### config.mk
export PLATFORM = sky130hd
export DESIGN_NAME = dap_seq_engine
export DESIGN_NICKNAME = d
export VERILOG_FILES = /design/src/rtl/dap_seq_pkg.sv /design/src/rtl/dap_sync_fifo.sv /design/src/rtl/dap_seq_engine.sv
export SDC_FILE = /design/constraint.sdc
export NUM_CORES = 1
export LEC_CHECK = 0
export ABC_AREA = 1
export BUFFER_PORTS_ARGS = -buffer_cell sky130_fd_sc_hd__buf_2
export CORE_MARGIN = 5
export CORE_UTILIZATION = 54
export DETAILED_ROUTE_END_ITERATION = 10
export PLACE_DENSITY_LB_ADDON = 0.2
export SLEW_MARGIN = 20
export SYNTH_ARGS = -nofsm -noshare
export SYNTH_HDL_FRONTEND = slang
export SYNTH_HIERARCHICAL = 1
export SYNTH_SLANG_ARGS = --single-unit
### constraint.sdc
create_clock -name clk -period 4.7 [get_ports clk]
set_clock_uncertainty 0.1 [all_clocks]
set_input_delay 0.235 -clock clk [delete_from_list [all_inputs] [get_ports clk]]
set_output_delay 0.235 -clock clk [all_outputs]
set_load 0.02 [all_outputs]
### src/rtl/dap_seq_pkg.sv
// Shared opcodes, command/flag layouts and FSM encoding for the DAP bit-sequence engine.
package dap_seq_pkg;

    localparam logic [2:0] SEQ_OP_OUT  = 3'd0;
    localparam logic [2:0] SEQ_OP_IN   = 3'd1;
    localparam logic [2:0] SEQ_OP_IDLE = 3'd2;

    typedef struct packed {
        logic [2:0] op;
        logic [4:0] tag;
        logic [7:0] cnt;
    } seq_cmd_t;

    typedef struct packed {
        logic [2:0] op;
        logic [4:0] tag;
        logic       err;
        logic [6:0] bits;
    } seq_flag_t;

    localparam logic [1:0] ST_IDLE  = 2'd0;
    localparam logic [1:0] ST_LOAD  = 2'd1;
    localparam logic [1:0] ST_SHIFT = 2'd2;
    localparam logic [1:0] ST_DONE  = 2'd3;

    function automatic logic op_legal(input logic [2:0] op);
        return op <= SEQ_OP_IDLE;
    endfunction

endpackage

### src/rtl/dap_sync_fifo.sv
// Single-clock command queue, zero-latency read of the head entry, registered full.
// Push while full is dropped unless a pop frees the slot in the same cycle.
module dap_sync_fifo #(
    parameter int W     = 16,
    parameter int DEPTH = 4
) (
    input  logic         clk,
    input  logic         resetn,
    input  logic         push_i,
    input  logic         pop_i,
    input  logic [W-1:0] wdata_i,
    output logic [W-1:0] rdata_o,
    output logic         full_o,
    output logic         empty_o
);
    localparam int AW = $clog2(DEPTH);

    logic [W-1:0]  mem_q [DEPTH];
    logic [AW-1:0] wptr_q, rptr_q;
    logic [AW:0]   cnt_q, cnt_d;
    logic          full_q;
    logic          do_push, do_pop;

    assign do_pop  = pop_i && (cnt_q != '0);
    assign do_push = push_i && (!full_q || do_pop);
    assign cnt_d   = cnt_q + (AW+1)'(do_push) - (AW+1)'(do_pop);

    always_ff @(posedge clk or negedge resetn) begin
        if (!resetn) begin
            wptr_q <= '0;
            rptr_q <= '0;
            cnt_q  <= '0;
            full_q <= 1'b0;
        end else begin
            if (do_push) wptr_q <= wptr_q + AW'(1);
            if (do_pop)  rptr_q <= rptr_q + AW'(1);
            cnt_q  <= cnt_d;
            full_q <= (cnt_d == (AW+1)'(DEPTH));
        end
    end

    always_ff @(posedge clk) begin
        if (do_push) mem_q[wptr_q] <= wdata_i;
    end

    assign rdata_o = mem_q[rptr_q];
    assign full_o  = full_q;
    assign empty_o = (cnt_q == '0);

endmodule

### src/rtl/dap_seq_engine.sv
// Queued SWD/JTAG bit sequencer: push to first SWCLK fall is 2 clk plus the wait for sclk_pulse.
// The engine stalls in DONE until the result is taken; a full queue drops further pushes.
module dap_seq_engine
    import dap_seq_pkg::*;
#(
    parameter int DATA_W    = 64,
    parameter int CMD_DEPTH = 4
) (
    input  logic              clk,
    input  logic              resetn,
    input  logic              sclk_pulse,
    input  logic              sclk_delay_pulse,
    input  logic              seq_tx_valid,
    input  logic [15:0]       seq_tx_cmd,
    input  logic [DATA_W-1:0] seq_tx_data,
    output logic              seq_tx_full,
    output logic              seq_rx_valid,
    input  logic              seq_rx_ready,
    output logic [15:0]       seq_rx_flag,
    output logic [DATA_W-1:0] seq_rx_data,
    output logic              busy,
    output logic              SWCLK_O,
    output logic              SWDIO_O,
    output logic              SWDIO_T,
    input  logic              SWDIO_I
);
    localparam int CNT_W = $clog2(DATA_W + 1);
    localparam int IDX_W = (DATA_W > 1) ? $clog2(DATA_W) : 1;

    logic [15+DATA_W:0] fifo_rdata;
    logic               fifo_empty;
    seq_cmd_t           head_cmd;
    logic [DATA_W-1:0]  head_dat;
    logic               head_bad;

    logic [1:0]         state_q, state_d;
    logic               phase_q;
    logic               sclk_q, sdo_q, sdt_q;
    logic [2:0]         op_q;
    logic [4:0]         tag_q;
    logic               err_q;
    logic [CNT_W-1:0]   cnt_q, bit_q, bit_nxt;
    logic [DATA_W-1:0]  shift_q, rx_q;
    logic               last_bit;
    seq_flag_t          flag;

    dap_sync_fifo #(.W(16 + DATA_W), .DEPTH(CMD_DEPTH)) u_cmd_fifo (
        .clk     (clk),
        .resetn  (resetn),
        .push_i  (seq_tx_valid),
        .pop_i   (state_q == ST_LOAD),
        .wdata_i ({seq_tx_cmd, seq_tx_data}),
        .rdata_o (fifo_rdata),
        .full_o  (seq_tx_full),
        .empty_o (fifo_empty)
    );

    assign {head_cmd, head_dat} = fifo_rdata;
    assign head_bad = !op_legal(head_cmd.op) || (int'(head_cmd.cnt) > DATA_W);
    assign bit_nxt  = bit_q + CNT_W'(1);
    assign last_bit = (bit_nxt == cnt_q);

    // A handshake in DONE can chain straight into the next LOAD.
    always_comb begin
        state_d = state_q;
        case (state_q)
            ST_IDLE:  if (!fifo_empty) state_d = ST_LOAD;
            ST_LOAD:  state_d = head_bad ? ST_DONE : ST_SHIFT;
            ST_SHIFT: if (sclk_pulse && phase_q && last_bit) state_d = ST_DONE;
            ST_DONE:  if (seq_rx_ready) state_d = fifo_empty ? ST_IDLE : ST_LOAD;
            default:  state_d = ST_IDLE;
        endcase
    end

    always_ff @(posedge clk or negedge resetn) begin
        if (!resetn) begin
            state_q <= ST_IDLE;
            phase_q <= 1'b0;
            sclk_q  <= 1'b1;
            sdo_q   <= 1'b1;
            sdt_q   <= 1'b0;
            op_q    <= '0;
            tag_q   <= '0;
            err_q   <= 1'b0;
            cnt_q   <= '0;
            bit_q   <= '0;
            shift_q <= '0;
            rx_q    <= '0;
        end else begin
            state_q <= state_d;
            case (state_q)
                ST_LOAD: begin
                    op_q    <= head_cmd.op;
                    tag_q   <= head_cmd.tag;
                    err_q   <= head_bad;
                    cnt_q   <= (head_cmd.cnt == 8'd0) ? CNT_W'(DATA_W) : CNT_W'(head_cmd.cnt);
                    bit_q   <= '0;
                    phase_q <= 1'b0;
                    shift_q <= head_dat;
                    rx_q    <= '0;
                    sdt_q   <= !head_bad && (head_cmd.op == SEQ_OP_IN);
                end
                ST_SHIFT: begin
                    if (sclk_pulse && !phase_q) begin
                        sclk_q  <= 1'b0;
                        phase_q <= 1'b1;
                        if (op_q == SEQ_OP_OUT)       sdo_q <= shift_q[0];
                        else if (op_q == SEQ_OP_IDLE) sdo_q <= 1'b0;
                    end else if (sclk_pulse) begin
                        sclk_q  <= 1'b1;
                        phase_q <= 1'b0;
                        shift_q <= shift_q >> 1;
                        bit_q   <= bit_nxt;
                        if (last_bit) sdt_q <= 1'b0;
                    end else if (sclk_delay_pulse && phase_q && (op_q == SEQ_OP_IN)) begin
                        rx_q[bit_q[IDX_W-1:0]] <= SWDIO_I;
                    end
                end
                default: ;
            endcase
        end
    end

    always_comb begin
        flag      = '0;
        flag.op   = op_q;
        flag.tag  = tag_q;
        flag.err  = err_q;
        flag.bits = 7'(bit_q);
    end

    assign seq_rx_valid = (state_q == ST_DONE);
    assign seq_rx_flag  = flag;
    assign seq_rx_data  = rx_q;
    assign busy         = (state_q != ST_IDLE) || !fifo_empty;
    assign SWCLK_O      = sclk_q;
    assign SWDIO_O      = sdo_q;
    assign SWDIO_T      = sdt_q;

endmodule

==> Word level (Yosys, flattened, before mapping) <==
Memories as Yosys holds them, arrays and structs flattened.
Cells that the tools add are included.
{ "totals": {"register_bits": 165, "mem_bits_rw": 320, "out_inout_bits": 86, "mem_count": 1} }
{ "op_classes": {"addsub": 5, "magnitude_cmp": 4, "eq_ne": 17, "muxes": 33, "n_reduce_logical": 33} }
{ "mem_list": {"columns": ["name", "words", "width", "read_ports", "rd_clocked_by_memory_dff", "write_ports", "line_no", "source"], "rows": [
  ["u_cmd_fifo.mem_q", 4, 80, 1, 0, 1, "dap_sync_fifo.sv:18", "logic [W-1:0] mem_q [DEPTH];"]
]} }
{ "op_table": {"columns": ["op", "count"], "rows": [
  ["64-bit 2-to-1 mux", 5],
  ["64-bit case mux with 2 select lines", 2],
  ["64-bit bitwise mux", 1],
  ["7-bit 2-to-1 mux", 3],
  ["1-bit 2-to-1 mux", 14],
  ["2-bit inequality test (second input constant)", 7],
  ["7-bit case mux with 2 select lines", 1],
  ["1-bit logical AND", 9],
  ["3-bit AND reduction", 3],
  ["8-bit by 7-bit greater-than comparator with 1-bit output (second input constant)", 1],
  ["8-bit zero test", 1],
  ["2-bit case mux with 4 select lines", 1],
  ["4-bit AND reduction", 2],
  ["2-bit nonzero test", 4],
  ["7-bit by 1-bit adder with 7-bit output (second input constant)", 1],
  ["7-bit equality test", 1],
  ["6-bit by 7-bit < comparator with 1-bit output (second input constant)", 1],
  ["1-bit demux with 6-bit select", 1],
  ["3-bit by 1-bit equality test with 1-bit output (second input constant)", 2],
  ["6-bit by 1-bit >= comparator with 1-bit output (second input constant)", 1],
  ["3-bit zero test", 2],
  ["2-bit 2-to-1 mux", 3],
  ["1-bit zero test", 5],
  ["2-bit by 1-bit adder with 2-bit output (second input constant)", 2],
  ["14 further kinds", 19]
]} }

==> Longest topological paths before layout <==
{ "logic_depth": {"ltp_word": 9, "depth_mapped": 15, "ltp_nobuf": 15} }

==> Hierarchy <==
Netlist, hierarchy kept.
{ "modules_own_cells": {"columns": ["module", "instances", "cells_per_inst", "area_per_inst_um2"], "rows": [
  ["dap_sync_fifo", 1, 829, 12993.7],
  ["dap_seq_engine", 1, 993, 7622.3]
]} }

==> Worst setup path before layout <==
OpenSTA, ideal clock, no wires.
{ "synth_path": {"path_kind": "register to register", "startpoint": "reg state_q[1]", "endpoint": "mem u_cmd_fifo/mem_q[0][0] (netlist bit), enable pin", "setup_ns": 0.519, "arrival_ns": 4.296, "path_slack_ns": -0.214, "path_stages_with_launch": 7, "synth_period_minus_slack_ns": 4.914, "cell_sequence": "dfrtp_1 > inv_1 > ha_1 > nand2_1 > nand2_1 > nand2_2 > nor2_1"} }
{ "synth_between": {"elab_chain_cells": 6} }
{ "synth_lines": {"columns": ["element", "line_no", "source"], "rows": [
  ["from (decl)", "dap_seq_engine.sv:36", "logic [1:0] state_q, state_d;"],
  ["from (signal assigned)", "dap_seq_engine.sv:90", "state_q <= state_d;"],
  ["2-bit by 1-bit equality test with 1-bit output", "dap_seq_engine.sv:51", ".pop_i (state_q == ST_LOAD),"],
  ["1-bit logical AND", "dap_sync_fifo.sv:24", "assign do_pop = pop_i && (cnt_q != '0);"],
  ["1-bit logical OR", "dap_sync_fifo.sv:25", "assign do_push = push_i && (!full_q || do_pop);"],
  ["1-bit logical AND", "dap_sync_fifo.sv:25", null],
  ["1-bit 2-to-1 mux", "dap_sync_fifo.sv:43", "if (do_push) mem_q[wptr_q] <= wdata_i;"],
  ["1-bit 2-to-1 mux (implied by the code)", "dap_sync_fifo.sv:43", null],
  ["to (decl)", "dap_sync_fifo.sv:18", null]
]} }
No other way between the ends.

==> Worst setup path in the final report <==
{ "layout_path": {"startpoint": "reg state_q[0]", "endpoint": "reg rx_q[48], in the netlist seq_rx_data[48]"} }
{ "layout_between": {"elab_chain_cells": 3, "word_cells_on_any_way": 8, "cone_classes": "eq/ne: 5; mux: 1; reduce/logical: 2"} }
{ "layout_lines": {"columns": ["element", "line_no", "source"], "rows": [
  ["2-bit equality test / 2-bit by 1-bit equality test with 1-bit output (equally long branches)", "dap_seq_engine.sv:91", "case (state_q)"],
  ["2-bit inequality test (no source line) / 2-bit nonzero test (equally long branches)", null, null],
  ["4-bit AND reduction (no source line)", null, null],
  ["to (signal assigned)", "dap_seq_engine.sv:88", "rx_q <= '0;"],
  ["to (signal assigned)", "dap_seq_engine.sv:100", "rx_q <= '0;"],
  ["to (signal, indexed assignment)", "dap_seq_engine.sv:116", "rx_q[bit_q[IDX_W-1:0]] <= SWDIO_I;"],
  ["to (decl)", "dap_seq_engine.sv:43", "logic [DATA_W-1:0] shift_q, rx_q;"]
]} }
Several ways; a longest one is shown, not always the timed one.
A chain may end at the register's enable or synchronous reset.

==> impl_results.md <==
* CTS Buf Count at 49
* Initial DRC Count at 962
* Post-Syn Area at 0.0206 mm²
* Setup crit start: state_q[0]
* Final min period at 3.65 ns
* WL final at 47600 µm
* EDFF count, synth at 320
* WL per Instance at 18.4 µm
* Antenna Nets Post-Route at 0
* Worst Slack Setup Final at 1.05 ns
* Slew HR at between 20% and 30%
* FF+latch count, synth at 485
* Post-synthesis mux area share at 0%
* GR Overflow Total at 0
* Synth warnings at 6
* Cell-by-cell listing of the critical path: inv_1 -> ha_2 -> buf_4 -> nand2_1 -> nor2_1 -> inv_1 -> nand3_2 -> buf_4 -> nand3b_4 -> o21ai_0
* Root Driver: clkbuf_16
* Max-Cap Viols at 0
* Via count at 14000
* Die W at 205 µm
* Initial Util at 54.7%
* DPL Wire Length at 27100 µm
* Buf/Inv on CP at 4
* Max Clock Freq at 0.274 GHz
* Post-CTS sizing at 0
* Lkg Pwr at between 9 and 10 nW
* TritonRoute pass-1 iters at 5
* Placeable Area at 0.0377 mm²
* Post-placement cell count at about 2400
* Synth Area in Adders at 0.765%
* Synth Area in XOR/XNOR at 0.127%
* CP peak stage delay at 0.73 ns
* Setup Crit Path Kind: flop to flop
* Peak supply drop at 0.499 mV
* Main combinational cell family by area after synthesis: compound AO/OA/AOI/OAI gates
* Slew @ Worst Pin at 1.07 ns
* Post-route DRC at 0
* Die H at 205 µm
* Worst-Skew Late Latency at between 0.5 and 0.6 ns
* Min-delay worst type: primary input to flop
* Max H-tree Level at 2
* Compound-Gate Fraction of Synth Area at ~14%
* Post-synthesis cell count at 1822
* Simple-Gate Fraction of Synth Area at 12.8%
* Hold Slack at approximately 0.1 ns
* GRT Resource Usage Total at roughly 23%
* Fillers at 2987
* Worst Path Required at 5.03 ns
* CTS tree: yes
* Area growth syn-to-layout at 17.1%
* Vias per inst at 5.42
* Synth Flop Type: edfxtp_1
* Final net count at 2134
* Crit path max-delay family: buffers and inverters
* Clock slew at reported path FFs at 0.06 ns
* GPL Wtd Cong at 0.868
* Final slew viol count at 0
* Hold Startpoint: seq_rx_ready
* Power per standard cell area at 634 mW/mm²
* Setup crit end kind: flop
* Asr flop ratio synth at approximately 34%
* Netlist cell types at 39
* # rows at about 70
* Syn avg cell area at 11.3 µm²
* Clk sink count at 485
* Post-Layout Cell Count at 2588
* WP data arrival at 3.97 ns
* Post-Syn Nets at approximately 1900
* DP Area at 0.0217 mm²
* CP max FO at 77
* Post-Place Setup Slack at about 1.1 ns
* Pin count of the biggest net entering global routing at 162
* Global-route wire length before repair at 76500 µm
* CP Launch Type: flop
* Register area share after synthesis at between 60% and 70%
* Final worst-path cycle share at 77.6%
* Multi-input logic area at 0.00579 mm²
* Vias in the first global route at 13900
* Synth area leader: edfxtp_1
* RSZ-0062 raised after global routing: false
* Design area at 0.0242 mm²
* Top post-synthesis cells by area: edfxtp_1, dfrtp_1, o21ai_0, nor2_1, o22ai_2
* Clk buf depth at 3
* Top cell type's share of synthesized area at 46.6%
* Crit-path slowest cell: buf_4
* Status: completed
* Final Hold Fails at 0
* Reg area at 0.0137 mm²
* Initial antenna violation count at 1
* Die area at 0.0422 mm²
* I/O Pins at 173
* Share of cells above drive strength 1 at between 20% and 30%
* Final setup fails at 0
* Worst r2r src: state_q[0]
* Port Buf Inserts at 172
[Yosys cell counts, drive strengths merged, types with 21 or more instances]
master	number
inv	123
buf	44
dfrtp	163
o22ai	84
nor2	378
o21ai	302
edfxtp	320
nand3	21
nand2	214
clkbuf	66
a31oi	63
[routing by layer]
| metal | global-route usage, % | part of all wire (%) | up-vias |
|---|---|---|---|
| met5 | 0 | 0.015 | - |
| met4 | 6.46 | 2.4 | 2 |
| met3 | 3.64 | 5.2 | 72 |
| met2 | 39.0 | 49 | 378 |
| met1 | 30.7 | 43 | 6853 |
| li1 | - | - | 6728 |
[stage by stage]
step	TNS (ns)	util, %	power (W)
after floorplan	-68.59	-	0.0103
after global placement	0	57.6	0.0114
after CTS	0	64.1	0.0155
after global routing	0	64.1	0.0163
final	0	64.1	0.0153
after detailed placement	0	57.6	0.0115
[power by group]
| group | internal (W) | switching [W] | total [W] | leakage (nW) |
|---|---|---|---|---|
| Clock | 0.00223 | 0.00161 | 0.00384 | 0.784 |
| Combinational | 0.00171 | 0.00368 | 0.00539 | 3.60 |
| Sequential | 0.00563 | 0.000454 | 0.00608 | 5.00 |
[sequential cells by signal, summed over array words and instances, names as in the netlist, 2 cells and up]
register,cells
shift_q,64
state_q,2
u_cmd_fifo/mem_q,320
u_cmd_fifo/cnt_q,3
tag_q,5
u_cmd_fifo/wptr_q,2
seq_rx_data,64
bit_q,7
op_q,3
cnt_q,7
u_cmd_fifo/rptr_q,2
[path summary, 6_finish.rpt]
| kind | end | slack, ns | cells past startpoint |
|---|---|---|---|
| max reg2reg | seq_rx_data[48] | 1.05 | 10 |
| min in group asynchronous | seq_rx_data[23] | 0.19 | 2 |
| min reg2reg | tag_q[1] | 0.39 | 2 |
| max | seq_rx_data[48] | 1.05 | 10 |
| min | state_q[1] | 0.1 | 5 |
| max in group asynchronous | SWDIO_O | 3.15 | 3 |
[cell usage in the layout (no fill, tap or decap), drive strengths merged, types with 2 or more instances in the layout]
master,synthesis,routed
a21oi,5,5
a31oi,63,63
buf,44,188
bufinv,0,3
clkbuf,66,68
clkinv,1,18
clkinvlp,0,2
dfrtp,163,163
dfstp,2,2
dlygate4sd3,0,84
edfxtp,320,320
ha,11,11
inv,123,125
nand2,214,214
nand3,21,21
nand4,2,2
nor2,378,378
nor3,11,11
o211ai,2,2
o21ai,302,302
o22ai,84,84
or2,2,2
xnor2,2,2
[logic make-up after synthesis]
| logic type | after synthesis |
|---|---|
| buffers and inverters | 234 |
| adder cells (fa/ha/maj) | 12 |
| XOR/XNOR | 3 |
| AO/OA/AOI/OAI | 458 |
| AND/OR/NAND/NOR | 630 |
| flip-flops | 485 |
[final cells by class]
type | count | share of cell area [%]
inverter | 124 | 2.00
multi-input combinational | 1103 | 24.0
tap | 511 | 2.65
sequential | 485 | 56.9
antenna | 1 | 0.0104
clock buffer | 68 | 5.71
timing repair buffer | 272 | 7.83
clock inverter | 24 | 0.933
[worst register-to-register path, delay by kind of cell, from the launching register on]
| kind | cells | cell delay (ns) |
|---|---|---|
| AO/OA/AOI/OAI | 1 | 0.19 |
| adder cells (fa/ha/maj) | 1 | 0.21 |
| buffers and inverters | 4 | 1.40 |
| flip-flops | 1 | 0.41 |
| AND/OR/NAND/NOR | 4 | 1.18 |
[repair_timing]
item,4_1_cts,5_1_grt
endpoints found under the hold margin,416,0
hold buffers,84,0
buffers inserted,0,0
Power figures use the tool's default switching activity.
